<file path="config.mk">
export PLATFORM = sky130hd
export DESIGN_NAME = pfq_param
export DESIGN_NICKNAME = d
export VERILOG_FILES = /design/src/rtl/pfq_param.sv
export SDC_FILE = /design/constraint.sdc
export NUM_CORES = 1
export LEC_CHECK = 0
export ABC_AREA = 1
export CELL_PAD_IN_SITES_DETAIL_PLACEMENT = 0
export CELL_PAD_IN_SITES_GLOBAL_PLACEMENT = 1
export CORE_UTILIZATION = 36
export CTS_BUF_LIST = sky130_fd_sc_hd__clkbuf_16
export CTS_CLUSTER_SIZE = 16
export DETAILED_ROUTE_END_ITERATION = 10
export PLACE_DENSITY_LB_ADDON = 0.1
export SYNTH_ARGS = -nofsm -noshare
export SYNTH_HDL_FRONTEND = slang
export SYNTH_SLANG_ARGS = --single-unit
</file>
<file path="constraint.sdc">
create_clock -name CORE_CLK -period 4.92 [get_ports CORE_CLK]
set_clock_uncertainty 0.15 [all_clocks]
set_input_delay 0.984 -clock CORE_CLK [delete_from_list [all_inputs] [get_ports CORE_CLK]]
set_output_delay 0.984 -clock CORE_CLK [all_outputs]
set_load 0.005 [all_outputs]
</file>
<file path="src/rtl/pfq_param.sv">
`timescale 1ns/1ps
`default_nettype none
// ============================================================================
// Module   : pfq_param
// Brief    : Parametrised 8088/8086 instruction prefetch queue (byte FIFO
//            filled by 8/16-bit code fetches, drained one byte by the EU).
// Revision : 1.0
// ============================================================================
module pfq_param #(
  parameter int              BUS_BYTES = 1,
  parameter int              DEPTH     = 4,
  parameter int              ADDR_W    = 16,
  parameter logic [ADDR_W-1:0] RESET_IP = '0
) (
  input  logic                         CORE_CLK,
  input  logic                         RESET_n,
  input  logic                         FLUSH,
  input  logic [ADDR_W-1:0]            FLUSH_ADDR,
  output logic                         FETCH_REQ,
  output logic [ADDR_W-1:0]            FETCH_ADDR,
  input  logic                         FETCH_ACK,
  input  logic [ADDR_W-1:0]            FETCH_ACK_ADDR,
  input  logic [8*BUS_BYTES-1:0]       FETCH_DATA,
  input  logic                         PFQ_POP,
  output logic [7:0]                   PFQ_TOP_BYTE,
  output logic                         PFQ_EMPTY,
  output logic [ADDR_W-1:0]            PFQ_ADDR_OUT,
  output logic [$clog2(DEPTH+1)-1:0]   PFQ_COUNT
);

  localparam int CNT_W = $clog2(DEPTH+1);
  localparam int PTR_W = $clog2(DEPTH);
  localparam logic [CNT_W-1:0] C_DEPTH = CNT_W'(DEPTH);

  logic [7:0]        r_buf [DEPTH];
  logic [PTR_W-1:0]  r_rd_ptr;
  logic [PTR_W-1:0]  r_wr_ptr;
  logic [CNT_W-1:0]  r_count;
  logic [ADDR_W-1:0] r_top_addr;

  logic [ADDR_W-1:0] w_fetch_addr;
  logic              w_odd;
  logic [1:0]        w_accept_n;
  logic [CNT_W-1:0]  w_room;
  logic              w_accept;
  logic              w_pop;
  logic [7:0]        w_byte0;
  logic [7:0]        w_byte1;
  logic [CNT_W-1:0]  w_count_next;

  // Pointer advance with wrap at DEPTH, which need not be a power of two.
  function automatic logic [PTR_W-1:0] ptr_add(input logic [PTR_W-1:0] p,
                                               input logic [1:0]       n);
    logic [PTR_W:0] s;
    s = {1'b0, p} + (PTR_W+1)'(n);
    if (s >= (PTR_W+1)'(DEPTH))
      s = s - (PTR_W+1)'(DEPTH);
    return s[PTR_W-1:0];
  endfunction

  generate
    if (BUS_BYTES == 2) begin : g_bus16
      assign w_odd   = w_fetch_addr[0];
      assign w_byte0 = w_odd ? FETCH_DATA[15:8] : FETCH_DATA[7:0];
      assign w_byte1 = FETCH_DATA[15:8];
    end else begin : g_bus8
      assign w_odd   = 1'b1;
      assign w_byte0 = FETCH_DATA[7:0];
      assign w_byte1 = 8'h00;
    end
  endgenerate

  assign w_fetch_addr = r_top_addr + ADDR_W'(r_count);
  assign w_accept_n   = w_odd ? 2'd1 : 2'd2;
  assign w_room       = C_DEPTH - r_count;

  assign FETCH_ADDR   = w_fetch_addr;
  assign FETCH_REQ    = (w_room >= CNT_W'(w_accept_n));
  assign PFQ_EMPTY    = (r_count == '0);
  assign PFQ_TOP_BYTE = (r_count != '0) ? r_buf[r_rd_ptr] : 8'h00;
  assign PFQ_ADDR_OUT = r_top_addr;
  assign PFQ_COUNT    = r_count;

  // Stale fetches (address mismatch) and acks during flush are dropped here.
  assign w_accept = FETCH_ACK && (FETCH_ACK_ADDR == w_fetch_addr) && FETCH_REQ && !FLUSH;
  assign w_pop    = PFQ_POP && (r_count != '0) && !FLUSH;

  assign w_count_next = r_count
                      + (w_accept ? CNT_W'(w_accept_n) : '0)
                      - (w_pop ? CNT_W'(1) : '0);

  always_ff @(posedge CORE_CLK or negedge RESET_n) begin
    if (!RESET_n) begin
      r_rd_ptr   <= '0;
      r_wr_ptr   <= '0;
      r_count    <= '0;
      r_top_addr <= RESET_IP;
      for (int i = 0; i < DEPTH; i++)
        r_buf[i] <= 8'h00;
    end else if (FLUSH) begin
      r_rd_ptr   <= '0;
      r_wr_ptr   <= '0;
      r_count    <= '0;
      r_top_addr <= FLUSH_ADDR;
    end else begin
      r_count <= w_count_next;
      if (w_pop) begin
        r_rd_ptr   <= ptr_add(r_rd_ptr, 2'd1);
        r_top_addr <= r_top_addr + ADDR_W'(1);
      end
      if (w_accept) begin
        r_buf[r_wr_ptr] <= w_byte0;
        if (w_accept_n == 2'd2)
          r_buf[ptr_add(r_wr_ptr, 2'd1)] <= w_byte1;
        r_wr_ptr <= ptr_add(r_wr_ptr, w_accept_n);
      end
    end
  end

endmodule
`default_nettype wire

</file>
==> impl_metrics.yaml, run 1 <==
timing:
  relSlewSlack_pct: 57.0
  rsz0062_at_grt: "no"
  fin_crit_sh_pct: 80.1
  fin_hold_ws_ns: 0.328
  hold_viol: 0
  report.final.slew_viol_count: 0
  setup_viol: 0
  fin_crit_ns: 3.94
  worst_pin_slew_ns: 0.645
  setup_tns_ns: 0
  layout_setup_ws_ns: 0.981
  max_clock_freq_ghz: 0.254
global_routing:
  grt_pass1_vias: 3717
  grt_pass1_wl_mm: 19.2
  overflow: 0
  grt_max_degree: 40
  antenna_found_initial: 0
  grt_util_all_layers_pct: 22.2
finish:
  drive_gt1_share_pct: 5.12
  final_nets: 704
  fillCellCount: 1101
  layout.cells.non_filler: 781
  area_delta_synth_final_pct: 30.4
  n_antenna_cell: 0
die:
  core_mm2: 0.0103
  die_area_mm2: 0.0111
  fp-row-count: 37
  pin_count: 90
  die_h_um: 105
  die_w_um: 105
  initial_utilization_pct: 37.2
worst_setup_path:
  endpoint_kind: "output pin"
  arrival_ns: 2.81
  cp_max_fo: 8
  worstPathRequired_ns: 3.79
  start_kind: "flop"
  crit_path_frequent_cell: "inv_1"
  crit_type: "reg -> out"
  max_stage_delay_ns: 0.55
  crit_chain: "ha_1, inv_1, fa_1, inv_1, nand3_1, nand2_2, nand2_4, nor2_2, xor2_2, clkdlybuf4s50_1"
  crit_slowest_cell: "clkdlybuf4s50_1"
routing:
  drc: 0
  vias: 3825
  initialDrtViolationCount: 192
  routed_wl_mm: 11.7
  ant_nets: 0
  wl_per_cell_um: 15.0
  firstDrtPassIters: 4
  routed_via_density: 4.90
yosys:
  syn_area_mm2: 0.00384
  synth.yosys.seq_area_share_pct: 35.8
  ys_types: 33
  synth_top_area_cell: "dfrtp_1"
  yosys_warnings: 0
  syn_nets: 618
  synth_area_per_cell_um2: 6.89
  synth_cells: 558
  synth-seq-cells: 55
  yosysTopAreaCellShare_pct: 35.8
  synth_area_leaders: "dfrtp_1 36%, nand2_1 20%, nor2_1 7.0%, inv_1 5.5%, nand3_1 5.1%"
place:
  placed_cells: 773
  io_buffers: 89
  hpwl_mm: 8.96
  routabilityCongestion: 0.866
  dpl_worst_slack_ns: 0.967
clocking:
  ctsHtreeMaxLevel: 2
  hold_buffers: 0
  cts_resized: 0
  clock_sinks: 55
  cts_buffers: 5
  clk_latency_ns: 0.30
  cts_root_buffer: "clkbuf_16"
  cts_tree: "built"
  cts_max_path_buffers: 2
  clkTransAtPathRegs_ns: 0.08
  cts_setup_buffers: 0
run_status:
  status: "finished, final reports clean"
pwr:
  ir_drop_v: 0.000158
  powerDensity_mw_per_mm2: 323
  p_leak_nw: 2.42
job:
  cap_violations: 0
hold_path:
  min_path_type: "reg -> reg"
[final cells by class]
type                       count  area, um2  area share, %
clock buffer                   5        125           2.50
clock inverter                 3       23.8          0.474
inverter                      59        221           4.42
multi-input combinational    432       2190           43.8
sequential                    55       1380           27.5
tap                          136        170           3.40
timing repair buffer          91        901           18.0
[flip-flops by register name (all words and copies together), names as in the netlist]
name	count
r_buf	32
PFQ_ADDR_OUT	16
PFQ_COUNT	3
r_rd_ptr	2
r_wr_ptr	2
[through the flow]
stage	power (mW)	instance area (um2)	util [%]
6_report	1.62	5010	48.5
3_5_place_dp	1.26	4860	47.1
4_1_cts	1.64	5010	48.5
3_3_place_gp	1.25	4860	47.1
2_1_floorplan	0.925	3840	-
5_1_grt	1.73	5010	48.5
[final timing paths]
check                      slack [ns]          from              end  depth (start not counted)
setup / recovery                 0.98  PFQ_COUNT[0]   FETCH_ADDR[10]                         10
setup reg to reg                 1.01  PFQ_COUNT[0]     PFQ_COUNT[2]                         21
hold / removal                   0.33      r_buf[4]         r_buf[4]                          2
min in group asynchronous        0.48       RESET_n  PFQ_ADDR_OUT[1]                          1
hold reg to reg                  0.33      r_buf[4]         r_buf[4]                          2
max in group asynchronous        3.25       RESET_n        r_buf[24]                          2
[Yosys cell counts]
cell type,number
nor3_1,3
fa_1,2
xnor2_1,3
o21ai_0,19
nand2_4,1
clkbuf_1,9
nor2_4,9
buf_4,1
xnor3_1,1
clkinv_1,1
a31oi_1,1
o211ai_1,4
nor2_1,72
inv_1,56
nand2_1,203
dfrtp_1,55
nand3_1,39
xor2_1,14
and2_1,2
inv_2,2
nor2_2,2
nand3_2,1
o221ai_1,8
nand4_1,9
xor2_2,1
a21oi_1,14
nand2_2,6
buf_2,1
o21bai_1,1
ha_1,13
clkbuf_2,1
nand3_4,1
nand3b_1,3
[power breakdown]
group | switching [mW] | internal (mW)
clock network | 0.180 | 0.192
registers | 0.0912 | 0.488
logic | 0.340 | 0.324
[routing by layer]
metal  vias to the layer above  global-route usage, %  wire [um]
met1                      1803                   27.3       5080
met4                         0                   3.92        108
li1                       1930                      -          -
met2                        84                   41.8       6040
met3                         8                   2.66        477
met5                         -                      0          0
[logic make-up (layout without fill, tap and decap cells)]
| logic type | after synthesis | in the layout | synth area share [%] |
|---|---|---|---|
| and+or+nand+nor | 351 | 351 | 39.7 |
| buffers and inverters | 71 | 158 | 7.10 |
| DFF | 55 | 55 | 35.8 |
| AOI/OAI and AO/OA | 47 | 47 | 7.26 |
| xor gates and xnor gates | 19 | 19 | 4.88 |
| adders and majority gates | 15 | 15 | 5.28 |
[critical path: cells and delay by family (launching register included)]
family                     cells  cell delay [ns]
and+or+nand+nor                4             0.50
adders and majority gates      2             0.64
buffers and inverters          3             0.70
DFF                            1             0.46
xor gates and xnor gates       1             0.21
[layout by cell type (no fill, tap or decap), drive strengths merged, types with 9 or more instances in the layout]
cell and instances:
o21ai 19, dfrtp 55, ha 13, nand2 210, nand3 41, a21oi 14, nand4 9, nor2 83
inv 59, clkdlybuf4s50 88, xor2 15
Power figures use the tool's default switching activity.
==> run 2: changes to the inputs <==
clock period = 3.9 ns   (was 4.92 ns; I/O delays follow)
==> run 2 against run 1 <==
Compared with the run above:
- design area rose by 1.2%
- register-to-register slack worse by 0.77 ns
- critical path depth is 11 higher
- first-iteration DRC count down 15%
- critical endpoint is now PFQ_COUNT[2]
- die area unchanged
- highest routed layer unchanged
- setup slack worse by 0.74 ns
- cell count rose by 1.0%
- largest cell class unchanged
==> impl_metrics.yaml, run 2 (synthesis results as in run 1) <==
run_status:
  status: "finished, final reports clean"
global_routing:
  grtUsageMet1_pct: 28.0
  busiest_layer: "met2"
  grt_util_all_layers_pct: 23.0
  grt_max_degree: 56
  overflow: 0
  grt_util_met2_pct: 42.1
  antenna_found_initial: 0
  grt_pass1_wl_mm: 19.7
  use_met3_pct: 3.59
  grt_pass1_vias: 3844
timing:
  max_clock_freq_ghz: 0.273
  report.final.slew_viol_count: 0
  setup_tns_ns: 0
  fin_crit_sh_pct: 93.9
  relSlewSlack_pct: 48.5
  rsz0062_at_grt: "no"
  hold_viol: 0
  worst_pin_slew_ns: 0.772
  fin_crit_ns: 3.66
  setup_viol: 0
clocking:
  cts_root_buffer: "clkbuf_16"
  cts_setup_buffers: 0
  clkTransAtPathRegs_ns: 0.08
  hold_buffers: 0
  cts_tree: "built"
  ctsHtreeMaxLevel: 2
  clk_latency_ns: 0.30
  cts_max_path_buffers: 2
  clock_sinks: 55
  cts_resized: 0
  cts_buffers: 5
die:
  fp-row-count: 37
  die_w_um: 105
  die_area_mm2: 0.0111
  pin_count: 90
  initial_utilization_pct: 37.2
  die_h_um: 105
  core_mm2: 0.0103
routing:
  vias: 3878
  routed_wl_mm: 12.2
  wl_per_cell_um: 15.5
  firstDrtPassIters: 4
  drc: 0
  initialDrtViolationCount: 164
  routed_via_density: 4.92
  ant_nets: 0
worst_setup_path:
  r2r_end: "PFQ_COUNT[2]"
  reg2reg_slack_ns: 0.24
  start_kind: "flop"
  cp-endpoint: "PFQ_COUNT[2]"
  arrival_ns: 3.69
  endpoint_kind: "flop"
  r2r_start: "PFQ_ADDR_OUT[0]"
  cp_max_fo: 8
  startpoint: "PFQ_ADDR_OUT[0]"
  crit_type: "reg -> reg"
  worstPathRequired_ns: 3.93
  rr_worst_depth: 21
finish:
  fillCellCount: 1053
  seq_area_mm2: 0.00138
  largest-register: "r_buf"
  post-route-util_pct: 49.1
  multi_input_area_mm2: 0.00219
  final_nets: 712
  largest_reg_flops: 32
  n_antenna_cell: 0
  final_cell_mix: "203 x nand2_1, 88 x clkdlybuf4s50_1, 72 x nor2_1"
  drive_gt1_share_pct: 6.43
  final_common_cell: "nand2_1"
  area_delta_synth_final_pct: 31.9
hold_path:
  min_path_type: "reg -> reg"
place:
  hpwl_mm: 9.21
  io_buffers: 89
  routabilityCongestion: 0.859
pwr:
  total_power_mw: 2.08
  p_leak_nw: 2.46
  ir_drop_v: 0.000194
  powerDensity_mw_per_mm2: 410
job:
  cap_violations: 0
run 2: final cells by class:
type / instances / share of cell area (%)
multi-input cells: 432 / 43.3
flip-flops and latches: 55 / 27.1
repair buffers: 99 / 19.0
inverters: 59 / 4.37
well taps: 136 / 3.36
clock buffers: 5 / 2.47
clock inverters: 3 / 0.444
run 2: metal layers:
layer	up-vias	share of wire, %	routed length, um
met4	0	1.3	156
li1	1943	-	-
met3	8	4.9	604
met2	95	52	6320
met1	1832	42	5150
met5	-	0	0
run 2: power by group:
part | total (mW) | switching [mW] | internal, mW
registers | 0.708 | 0.0920 | 0.616
logic | 0.894 | 0.466 | 0.427
clock network | 0.478 | 0.235 | 0.243
run 2: worst min path at each step:
stage	cells past startpoint	slack [ns]	to	start
after floorplan	2	0.29	r_buf[0]	r_buf[0]
after global placement	2	0.31	r_buf[18]	r_buf[18]
after detailed placement	2	0.31	r_buf[3]	r_buf[3]
after CTS	2	0.33	r_buf[3]	r_buf[3]
after global routing	2	0.35	r_buf[3]	r_buf[3]
final	2	0.33	r_buf[3]	r_buf[3]
run 2: worst max-delay path, cell delays in order (launching register included):
cell and delay [ns]:
dfrtp_1 0.36, ha_1 0.21, inv_1 0.07, fa_1 0.38
inv_1 0.09, nand3_1 0.11, nand2_2 0.19, nand2_1 0.07
nand2_1 0.07, and2_1 0.14, nor2_1 0.04, nor2_1 0.17
nand2_1 0.11, nor2_4 0.18, nand3_4 0.10, ha_1 0.29
inv_1 0.06, ha_1 0.13, inv_1 0.05, fa_1 0.37
xor2_1 0.17, nor2_1 0.06
run 2: through the flow:
stage / setup WS (ns) / hold slack [ns] / area, um2 / std cells
6_report: 0.240 / 0.328 / 5070 / 789
5_1_grt: 0.00826 / 0.349 / 5070 / 789
4_1_cts: 0.241 / 0.331 / 5070 / 789
2_1_floorplan: 0.298 / 0.294 / 3840 / 558
3_3_place_gp: 0.210 / 0.307 / 4920 / 781
3_5_place_dp: 0.188 / 0.310 / 4920 / 781
